`src/rtl/uart_tx_queue.sv`:
```
// uart_tx_queue: byte FIFO feeding uart_tx through its start_write /
// write_data / write_avl handshake, so producers never wait on frame time.
// DEPTH = 2**ADDR_W entries.
// Optional feature macro: UART_TXQ_OVERFLOW_EN
//   defined     -> sticky overflow flag, set by any push while full
//   not defined -> overflow tied low; dropping of pushes is unchanged
module uart_tx_queue #(
    parameter int ADDR_W = 4
) (
    input  logic              clk,
    input  logic              reset,
    input  logic              push,
    input  logic [7:0]        push_data,
    output logic              full,
    output logic              empty,
    output logic [ADDR_W:0]   level,
    output logic              overflow,
    output logic              start_write,
    output logic [7:0]        write_data,
    input  logic              write_avl
);

    localparam int DEPTH = 2 ** ADDR_W;

    typedef enum logic [1:0] {
        IDLE,
        LAUNCH,
        WAIT_BUSY,
        WAIT_DONE
    } state_t;

    state_t            state;
    state_t            state_nx;
    logic [7:0]        mem [DEPTH];
    logic [ADDR_W-1:0] wr_ptr;
    logic [ADDR_W-1:0] rd_ptr;
    logic              do_push;
    logic              do_pop;

    // Status comes from the registered level, so full is the pre-edge value
    // and a push while full is dropped even when a pop happens the same cycle.
    assign full    = (level == (ADDR_W + 1)'(DEPTH));
    assign empty   = (level == '0);
    assign do_push = push && !full;
    assign do_pop  = (state == IDLE) && !empty && write_avl;

    // Byte storage; contents need no reset because the pointers define validity.
    always_ff @(posedge clk) begin
        if (do_push) begin
            mem[wr_ptr] <= push_data;
        end
    end

    // Pointers and occupancy counter; simultaneous push and pop leave level unchanged.
    always_ff @(posedge clk or posedge reset) begin
        if (reset) begin
            wr_ptr <= '0;
            rd_ptr <= '0;
            level  <= '0;
        end else begin
            if (do_push) begin
                wr_ptr <= wr_ptr + ADDR_W'(1);
            end
            if (do_pop) begin
                rd_ptr <= rd_ptr + ADDR_W'(1);
            end
            case ({do_push, do_pop})
                2'b10:   level <= level + (ADDR_W + 1)'(1);
                2'b01:   level <= level - (ADDR_W + 1)'(1);
                default: level <= level;
            endcase
        end
    end

    // FSM state register plus registered launch outputs; the pop loads write_data.
    always_ff @(posedge clk or posedge reset) begin
        if (reset) begin
            state       <= IDLE;
            start_write <= 1'b0;
            write_data  <= '0;
        end else begin
            state       <= state_nx;
            start_write <= do_pop;
            if (do_pop) begin
                write_data <= mem[rd_ptr];
            end
        end
    end

    // Next-state logic for the uart_tx handshake.
    always_comb begin
        state_nx = state;
        case (state)
            IDLE:      if (do_pop)     state_nx = LAUNCH;
            LAUNCH:                    state_nx = WAIT_BUSY;
            WAIT_BUSY: if (!write_avl) state_nx = WAIT_DONE;
            WAIT_DONE: if (write_avl)  state_nx = IDLE;
            default:                   state_nx = IDLE;
        endcase
    end

`ifdef UART_TXQ_OVERFLOW_EN
    // Sticky flag: any push seen while full, held until reset.
    always_ff @(posedge clk or posedge reset) begin
        if (reset) begin
            overflow <= 1'b0;
        end else if (push && full) begin
            overflow <= 1'b1;
        end
    end
`else
    assign overflow = 1'b0;
`endif

endmodule

```
`config.mk`:
```
export PLATFORM = sky130hd
export DESIGN_NAME = uart_tx_queue
export DESIGN_NICKNAME = d
export VERILOG_FILES = /design/src/rtl/uart_tx_queue.sv
export SDC_FILE = /design/constraint.sdc
export NUM_CORES = 1
export LEC_CHECK = 0
export ABC_AREA = 1
export CELL_PAD_IN_SITES_DETAIL_PLACEMENT = 1
export CELL_PAD_IN_SITES_GLOBAL_PLACEMENT = 2
export CORE_MARGIN = 1.5
export CORE_UTILIZATION = 35
export CTS_CLUSTER_DIAMETER = 200
export DETAILED_ROUTE_END_ITERATION = 10
export PLACE_DENSITY_LB_ADDON = 0.08
export SYNTH_ARGS = -nofsm -noshare
export SYNTH_HDL_FRONTEND = slang
export SYNTH_SLANG_ARGS = --single-unit
```
`constraint.sdc`:
```
create_clock -name clk -period 2.73 [get_ports clk]
set_clock_uncertainty 0.15 [all_clocks]
set_input_delay 0.4095 -clock clk [delete_from_list [all_inputs] [get_ports clk]]
set_output_delay 0.4095 -clock clk [all_outputs]
set_load 0.1 [all_outputs]
```
==> results of run 1 <==
[power breakdown]
group | internal [mW] | total, mW | switching, mW | leakage [nW]
Sequential | 2.89 | 3.09 | 0.197 | 1.44
Combinational | 0.985 | 3.73 | 2.75 | 1.88
Clock | 1.53 | 2.47 | 0.939 | 0.287
Total | 5.41 | 9.29 | 3.88 | 3.61
[critical path: cells and delay by family (launching register included)]
family	cells	cell delay, ns
adder cells (fa/ha/maj)	2	0.49
AND/OR/NAND/NOR	6	0.53
buffers and inverters	3	0.35
XOR/XNOR	1	0.17
flip-flops	1	0.49
AO/OA/AOI/OAI	1	0.16
[state kept, by name, indices dropped and copies added (netlist names)]
name	count
level	5
start_write	1
write_data	8
wr_ptr	4
state	2
mem	128
rd_ptr	4
[cells by family after synthesis]
| logic type | count (synthesis) | share of synthesized area |
|---|---|---|
| mux | 1 | 0.00146 |
| other cells | 1 | 0.000549 |
| buf+inv | 153 | 0.0928 |
| fa+ha+maj | 14 | 0.0267 |
| flops | 152 | 0.650 |
| simple gates | 340 | 0.209 |
| compound gates | 10 | 0.00787 |
| xor+xnor | 9 | 0.0115 |
[cell usage in the layout (no fill, tap or decap), types with 7 or more instances in the layout]
| cell type | synthesis | final |
|---|---|---|
| nor2_1 | 9 | 9 |
| edfxtp_1 | 128 | 128 |
| ha_1 | 13 | 13 |
| nand3_1 | 101 | 101 |
| nor3_1 | 12 | 12 |
| clkdlybuf4s50_1 | 0 | 11 |
| inv_1 | 121 | 121 |
| nand2_1 | 214 | 214 |
| xor2_1 | 7 | 7 |
| dfrtp_1 | 24 | 18 |
| buf_4 | 8 | 50 |
| clkbuf_16 | 0 | 17 |
[per-layer routing]
metal  track usage  wire length [um]  part of all wire  vias up
met5             0                 0                 0        -
met4        0.0553               193             0.011        0
met3        0.0362               632             0.035       14
met2         0.293              8230              0.45       79
met1         0.290              9240              0.51     2372
li1              -                 -                 -     2276
[metrics by stage]
stage / worst slack [ns] / instance area, um2 / hold WS, ns / power, mW
2_1_floorplan: 0.0431 / 6840 / 0.274 / 5.76
3_3_place_gp: 0.261 / 7510 / 0.317 / 6.82
3_5_place_dp: 0.241 / 7510 / 0.320 / 6.91
4_1_cts: 0.335 / 8120 / 0.292 / 9.41
5_1_grt: 0.155 / 8120 / 0.317 / 9.89
6_report: 0.327 / 8120 / 0.271 / 9.29
[how the worst min path moves through the flow]
stage	to	slack, ns	startpoint
after floorplan	level[1]$_DFFE_PP0P_	0.27	reset
after global placement	write_data[6]$_DFFE_PP0P_	0.32	write_data[6]$_DFFE_PP0P_
after detailed placement	write_data[1]$_DFFE_PP0P_	0.32	write_data[1]$_DFFE_PP0P_
after CTS	state[0]$_DFFE_PP0P_	0.29	reset
after global routing	level[4]$_DFFE_PP0P_	0.32	reset
final	level[4]$_DFFE_PP0P_	0.27	reset
[area by class of cell]
| cell class | instances | area share |
|---|---|---|
| sequential | 152 | 0.548 |
| multi-input combinational | 375 | 0.216 |
| timing repair buffer | 62 | 0.0622 |
| inverter | 124 | 0.0573 |
| clock buffer | 21 | 0.0542 |
| tap | 260 | 0.0401 |
| clock inverter | 11 | 0.0214 |
==> flow_summary_export.csv, run 1 <==
group,metric,value,unit
clock_network,clock_sink_count,152,
power,ir_drop,0.000481,V
placement,io_buffer_count,27,
drt,route.antenna.remaining_nets,0,
clock_network,cts-htree-levels,4,
grt,globalRouteOverflowTotal,0,
worst_setup_path,cells_on_worst_reg2reg_path,13,
die,starting_utilization_of_the_core_area,0.361,
run_status,status,"completed",
logic_synthesis,ys.warnings.count,0,
logic_synthesis,ys_async_rst_share,0.158,
clock_network,cts-buffers-inserted,17,
clock_network,cts.repair.resized,0,
grt,grt_first_pass_wirelength,28900,um
die,std_cell_rows,50,
worst_setup_path,cp.arrival,2.62,ns
layout,layoutNonFillerInstCount,1005,
logic_synthesis,yosys-top-cells-count,"nand2_1 (214), edfxtp_1 (128), inv_1 (121)",
drt,drt-pass1-iter-count,4,
die,design.core.area,19000,um2
grt,grt_antenna_before_repair,0,
logic_synthesis,synth_nets,706,
clock_network,cts_tree,"done",
clock_network,clock_tree.root_cell,"clkbuf_16",
logic_synthesis,yosysMostFrequentCell,"nand2_1",
layout,drive_above_1_share,0.119,
worst_setup_path,critical_path_end,"level[4]$_DFFE_PP0P_",
clock_network,post_cts_setup_buffers,0,
min_path,hp-class,"input pin to asynchronous set/reset pin",
flow_run,maxCapViolations,0,
worst_setup_path,regToRegSetupSlack,0.33,ns
drt,remaining_drc_errors,0,
timing,final_min_period_over_clock_period,0.880,
worst_setup_path,cpMaxStageDelayCell,"dfrtp_4",
grt,grt.total_usage,0.196,
logic_synthesis,netlist_instances,680,
die,die_h,143,um
logic_synthesis,post_synth_instance_area,6840,um2
die,die-area,20400,um2
placement,place_hpwl,11700,um
drt,drt_wl_total,18300,um
layout,finalCoreUtilization,0.428,
logic_synthesis,synth_top_area_share,0.562,
timing,finalWorstPathRequiredPeriod,2.40,ns
worst_setup_path,worst_reg2reg_endpoint,"level[4]$_DFFE_PP0P_",
logic_synthesis,syn-mean-instance-area,10.1,um2
layout,final-seq-area,4450,um2
layout,num-nets-final,758,
logic_synthesis,synth_top_cells_by_area,"edfxtp_1 (56%), nand2_1 (12%), dfrtp_1 (8.8%)",
worst_setup_path,crit_path_end_kind,"flop",
grt,grt_pass1_vias,4833,
worst_setup_path,path_class,"flop to flop",
timing,finalMaxSlewViolations,0,
worst_setup_path,crit_required,2.95,ns
logic_synthesis,number_of_enable_flip_flop_cells_after_synthesis,128,
worst_setup_path,worstPathCellList,"inv_1 > nand4_1 > nand3_1 > inv_1 > ha_1 > buf_4 > ha_1 > nand2_1 > nand2_1 > a21oi_1 > xor2_1 > nand2_1 > nand2_1",
clock_network,hold_buffers,0,
die,ios,29,
layout,syn_to_final_growth,18.8,%
logic_synthesis,netlist.top_cell.by_area,"edfxtp_1",
logic_synthesis,synth.distinct_cells,26,
worst_setup_path,critical_path.max_stage_delay,0.49,ns
drt,drt_iter0_drc,343,
power,power_density,1140,nW/um2
logic_synthesis,synth_seq_area_share,0.650,
grt,grt_max_degree,66,
layout,fillers,2176,
layout,num_antenna_cells,0,
worst_setup_path,r2r_start,"level[1]$_DFFE_PP0P_",
timing,unrepaired_setup_endpoints_after_global_routing,"no",
timing,report.final.hold_viol_count,0,
clock_network,clkLatencyLatePin,0.43,ns
power,static-leakage-power,3.61,nW
die,die_width,143,um
timing,fin_tns_setup,0,ns
worst_setup_path,crit_path_max_fanout,4,
placement,place_inst,973,
worst_setup_path,cpMostUsedCell,"nand2_1",
worst_setup_path,crit_start,"level[1]$_DFFE_PP0P_",
clock_network,clk_pin_slew_worst_paths,0.06,ns
clock_network,clock_tree.buffer_depth,2,
timing,maxSlewHeadroom,0.497,
layout,multi_input_comb_area,1760,um2
worst_setup_path,startpoint_type,"flop",
timing,tightest_slew,0.754,ns
timing,clock.fmax,416,MHz
timing,finalSetupViolations,0,
drt,wl_per_cell,18.2,um
logic_synthesis,synth-main-ff-cell,"edfxtp_1",
placement,gpl.final_weighted_congestion,0.773,
logic_synthesis,yosys_register_bits,152,
drt,vias,4741,
drt,vias_per_cell,4.72,
Power figures use the tool's default switching activity.
==> inputs of run 2 (changes only) <==
HOLD_SLACK_MARGIN = 0.12   (was not set)
clock period = 2.9 ns   (was 2.73 ns; I/O delays follow)
==> run 2 against run 1 <==
Effect of this change: count of clock-buffer cells in the layout shrank 3; worst setup slack gained 0.055 ns; non-clock buffer count shrank 6; clock power shrank 10%; combinational power shrank 6.7%; sequential share of layout area grew 0.49 points; total power shrank 7.7%; die area is the same; hold slack gained 0.058 ns; global-route usage shrank 0.90 points; largest cell class unchanged; largest power group unchanged; highest routed layer unchanged.
==> flow_summary_export.csv, run 2 (synthesis results as in run 1) <==
group,metric,value,unit
run_status,status,"completed",
power,p_sw,3.59,mW
timing,report.final.hold_viol_count,0,
die,ios,29,
min_path,hp-class,"input pin to asynchronous set/reset pin",
drt,drt_wl_total,17400,um
worst_setup_path,crit_path_end_kind,"flop",
drt,vias,4570,
clock_network,clk_pin_slew_worst_paths,0.06,ns
clock_network,clock_sink_count,152,
timing,final_min_period_over_clock_period,0.868,
clock_network,cts-buffers-inserted,17,
power,internal-power,4.98,mW
clock_network,hold_buffers,0,
power,power_switching_share,0.419,
power,combinationalPowerShare,0.405,
layout,finalInstanceArea,8050,um2
grt,grt_pass1_vias,4744,
grt,globalRouteOverflowTotal,0,
drt,wl_per_cell,17.4,um
timing,tightest_slew,0.823,ns
drt,drt_iter0_drc,276,
layout,num_antenna_cells,0,
layout,largest_register_ff_count,128,
layout,syn_to_final_growth,17.7,%
timing,fin_tns_setup,0,ns
layout,num-nets-final,752,
die,die_width,143,um
clock_network,cts_tree,"done",
grt,grt_antenna_before_repair,0,
layout,final_cell_mix,"nand2_1 (214), edfxtp_1 (128), inv_1 (121)",
timing,maxSlewHeadroom,0.451,
layout,layout_commonest_cell,"nand2_1",
timing,finalMaxSlewViolations,0,
die,design.core.area,19000,um2
placement,gpl.final_weighted_congestion,0.781,
drt,route.antenna.remaining_nets,0,
layout,largest_register,"mem",
drt,vias_per_cell,4.57,
die,die_h,143,um
drt,drt-pass1-iter-count,4,
timing,unrepaired_setup_endpoints_after_global_routing,"no",
worst_setup_path,crit_required,3.11,ns
layout,drive_above_1_share,0.114,
placement,placed_cell_areas,7460,um2
worst_setup_path,startpoint_type,"flop",
grt,grt_max_degree,67,
placement,place_hpwl,11200,um
power,ir_drop,0.000458,V
worst_setup_path,path_class,"flop to flop",
grt,grt.total_usage,0.187,
die,std_cell_rows,50,
layout,largest_registers,"mem (128), write_data (8), level (5)",
worst_setup_path,cells_on_worst_reg2reg_path,13,
die,starting_utilization_of_the_core_area,0.361,
timing,clock.fmax,397,MHz
die,die-area,20400,um2
power,clockPowerShare,0.259,
timing,finalSetupViolations,0,
power,power_density,1070,nW/um2
clock_network,clock_tree.buffer_depth,2,
placement,io_buffer_count,27,
power,sequentialPowerShare,0.336,
timing,finalWorstPathRequiredPeriod,2.52,ns
clock_network,clock_tree.root_cell,"clkbuf_16",
clock_network,clkLatencyLatePin,0.42,ns
drt,remaining_drc_errors,0,
power,static-leakage-power,3.57,nW
worst_setup_path,cp.arrival,2.72,ns
clock_network,post_cts_setup_buffers,0,
worst_setup_path,crit_path_max_fanout,5,
flow_run,maxCapViolations,0,
clock_network,cts-htree-levels,4,
clock_network,cts.repair.resized,0,
grt,grt_first_pass_wirelength,27700,um
[run 2: changes by cell type in the layout (fill, tap and decap cells not counted)]
cell	before	now
clkinvlp_4	3	4
dfrtp_2	5	6
buf_4	50	44
clkinv_4	3	0
clkinv_2	1	4
dfrtp_4	1	0
inv_6	0	1
clkbuf_1	4	1
bufinv_16	4	3
clkinv_1	1	3
[run 2: power by group through the flow]
stage	logic, mW	clock network (mW)	registers (mW)
after floorplan	1.88	0	3.54
after global placement	3.49	0	2.91
after detailed placement	3.54	0	2.93
after CTS	3.55	2.28	2.88
after global routing	3.88	2.35	2.92
final	3.48	2.22	2.88
[run 2: critical path, stage by stage (launching register included)]
cell and delay, ns:
dfrtp_2 0.44, nor2_1 0.14, nand4_1 0.21, nand3_1 0.16
inv_1 0.11, ha_1 0.22, buf_4 0.16, ha_1 0.29
nand2_1 0.10, nand2_1 0.05, a21oi_1 0.14, xor2_1 0.16
nand2_1 0.06, nand2_1 0.05
[run 2: final cells by class]
type | count | area (um2)
clock buffer | 18 | 429
clock inverter | 14 | 156
fill | 2133 | 10900
inverter | 124 | 465
multi-input combinational | 375 | 1760
sequential | 152 | 4450
tap | 260 | 325
timing repair buffer | 56 | 460
[run 2: path summary, 6_finish.rpt]
kind                                                   to                      start  slack (ns)
max in group asynchronous       write_data[7]$_DFFE_PP0P_                      reset        1.65
worst max-delay path                 level[4]$_DFFE_PP0P_       level[0]$_DFFE_PP0P_        0.38
min in group clk                write_data[2]$_DFFE_PP0P_  write_data[2]$_DFFE_PP0P_        0.33
worst max register to register       level[4]$_DFFE_PP0P_       level[0]$_DFFE_PP0P_        0.38
worst min-delay path                rd_ptr[0]$_DFFE_PP0P_                      reset        0.33
worst min register to register  write_data[2]$_DFFE_PP0P_  write_data[2]$_DFFE_PP0P_        0.33
[run 2: through the flow]
| stage | instances | hold WS, ns | power, mW | setup WS, ns | util |
|---|---|---|---|---|---|
| 2_1_floorplan | 680 | 0.299 | 5.42 | 0.158 | - |
| 3_3_place_gp | 967 | 0.315 | 6.40 | 0.294 | 0.394 |
| 3_5_place_dp | 967 | 0.318 | 6.47 | 0.278 | 0.394 |
| 4_1_cts | 999 | 0.335 | 8.71 | 0.339 | 0.424 |
| 5_1_grt | 999 | 0.355 | 9.15 | 0.115 | 0.424 |
| 6_report | 999 | 0.329 | 8.57 | 0.382 | 0.424 |
[run 2: layer usage]
layer	wire (um)	vias to the layer above	track usage
li1	-	2265	-
met1	8450	2242	0.254
met2	8420	49	0.304
met3	373	14	0.0372
met4	152	0	0.0553
met5	0	-	0
==> inputs of run 3 (changes only) <==
PLACE_DENSITY = 0.78   (was not set)
PLACE_DENSITY_LB_ADDON = not set   (was 0.08)
==> run 3 against run 2 <==
Effect of this change: utilization shrank 0.25 points; cell area shrank 0.59%; count of clock-buffer cells in the layout is the same; sequential power is essentially flat; largest power group unchanged.
==> flow_summary_export.csv, run 3 (synthesis results as in run 1) <==
group,metric,value,unit
power,sequentialPowerShare,0.342,
layout,largest_register,"mem",
clock_network,cts.repair.resized,0,
worst_setup_path,cp.arrival,2.65,ns
power,power_density,1060,nW/um2
drt,drt_wl_total,17400,um
grt,grt_max_degree,67,
worst_setup_path,worst_reg2reg_endpoint,"level[4]$_DFFE_PP0P_",
placement,pre_cts_slack,0.207,ns
drt,vias,4625,
layout,drive_above_1_share,0.110,
layout,layoutNonFillerInstCount,994,
clock_network,clock_tree.root_cell,"clkbuf_16",
drt,remaining_drc_errors,0,
worst_setup_path,crit_required,3.08,ns
clock_network,cts-buffers-inserted,17,
worst_setup_path,regToRegSetupSlack,0.43,ns
power,finalPower,8.48,mW
clock_network,hold_buffers,0,
die,ios,29,
placement,place_hpwl,11000,um
timing,final_min_period_over_clock_period,0.852,
clock_network,post_cts_setup_buffers,0,
flow_run,maxCapViolations,0,
min_path,hp-class,"input pin to asynchronous set/reset pin",
timing,maxSlewHeadroom,0.450,
drt,drt_iter0_drc,263,
clock_network,cts-htree-levels,4,
layout,num_antenna_cells,0,
worst_setup_path,crit_path_end_kind,"flop",
die,die-area,20400,um2
layout,final-seq-area,4450,um2
clock_network,cts_tree,"done",
die,die_h,143,um
drt,wl_per_cell,17.5,um
clock_network,clock_tree.buffer_depth,2,
layout,syn_to_final_growth,17.0,%
placement,gpl.final_weighted_congestion,0.749,
timing,holdWs,0.232,ns
power,static-leakage-power,3.55,nW
layout,largest_register_ff_count,128,
grt,grt.total_usage,0.184,
worst_setup_path,cells_on_worst_reg2reg_path,14,
placement,io_buffer_count,27,
die,std_cell_rows,50,
placement,place_inst,963,
clock_network,clk_pin_slew_worst_paths,0.06,ns
timing,unrepaired_setup_endpoints_after_global_routing,"no",
layout,multi_input_comb_area,1760,um2
layout,num-nets-final,748,
power,power_switching_share,0.423,
power,clockPowerShare,0.254,
grt,grt_antenna_before_repair,0,
layout,largest_registers,"mem (128), write_data (8), level (5)",
worst_setup_path,crit_path_max_fanout,5,
timing,finalWorstPathRequiredPeriod,2.47,ns
worst_setup_path,path_class,"flop to flop",
power,p_sw,3.59,mW
power,internal-power,4.90,mW
grt,globalRouteOverflowTotal,0,
timing,report.final.hold_viol_count,0,
worst_setup_path,r2r_start,"state[1]$_DFFE_PP0P_",
timing,clock.fmax,405,MHz
layout,fillers,2117,
drt,vias_per_cell,4.65,
timing,finalMaxSlewViolations,0,
drt,drt-pass1-iter-count,4,
die,die_width,143,um
die,starting_utilization_of_the_core_area,0.361,
power,ir_drop,0.000436,V
power,combinationalPowerShare,0.404,
run_status,status,"completed",
layout,final_cell_mix,"nand2_1 (214), edfxtp_1 (128), inv_1 (121)",
timing,fin_tns_setup,0,ns
timing,tightest_slew,0.823,ns
worst_setup_path,startpoint_type,"flop",
die,design.core.area,19000,um2
timing,finalSetupViolations,0,
layout,layout_commonest_cell,"nand2_1",
grt,grt_first_pass_wirelength,27400,um
timing,fin_worst_setup_slack,0.429,ns
clock_network,clkLatencyLatePin,0.43,ns
clock_network,clock_sink_count,152,
drt,route.antenna.remaining_nets,0,
grt,grt_pass1_vias,4875,
[run 3: worst max-delay path by stage]
stage                          from                   end
2_1_floorplan  level[1]$_DFFE_PP0P_  level[4]$_DFFE_PP0P_
5_1_grt        state[0]$_DFFE_PP0P_  level[4]$_DFFE_PP0P_
6_report       state[1]$_DFFE_PP0P_  level[4]$_DFFE_PP0P_
4_1_cts        state[1]$_DFFE_PP0P_  level[4]$_DFFE_PP0P_
3_5_place_dp              write_avl  level[4]$_DFFE_PP0P_
3_3_place_gp              write_avl  level[4]$_DFFE_PP0P_
[run 3: power by group through the flow]
stage               combinational [mW]  sequential [mW]  clock, mW
finish                            3.43             2.90       2.15
global route                      3.78             2.94       2.28
CTS                               3.47             2.91       2.20
detailed placement                3.44             2.95          0
global placement                  3.35             2.93          0
floorplan                         1.88             3.54          0
[run 3: final cells by class]
type	count	share of cell area
inverter	124	0.0582
sequential	152	0.557
timing repair buffer	52	0.0538
clock inverter	13	0.0161
tap	260	0.0407
multi-input combinational	375	0.220
clock buffer	18	0.0549
[run 3: routing by layer]
metal,global-route usage,part of all wire
met1,0.237,0.45
met2,0.300,0.48
met3,0.0412,0.045
met4,0.0770,0.024
met5,0,0
[run 3: metrics by stage]
stage	util	instance area, um2
4_1_cts	0.422	8000
3_3_place_gp	0.392	7430
5_1_grt	0.422	8000
6_report	0.422	8000
3_5_place_dp	0.392	7430
2_1_floorplan	-	6840
[run 3: critical path: stages (launching register included)]
cell and delay (ns):
dfrtp_1 0.42, inv_1 0.11, ha_1 0.19, nand3_1 0.11, inv_1 0.10, ha_1 0.30, inv_1 0.09, fa_1 0.40
inv_1 0.07, nand2_1 0.06, nand2_1 0.06, a21oi_1 0.07, xor2_1 0.14, nand2_1 0.06, nand2_1 0.04
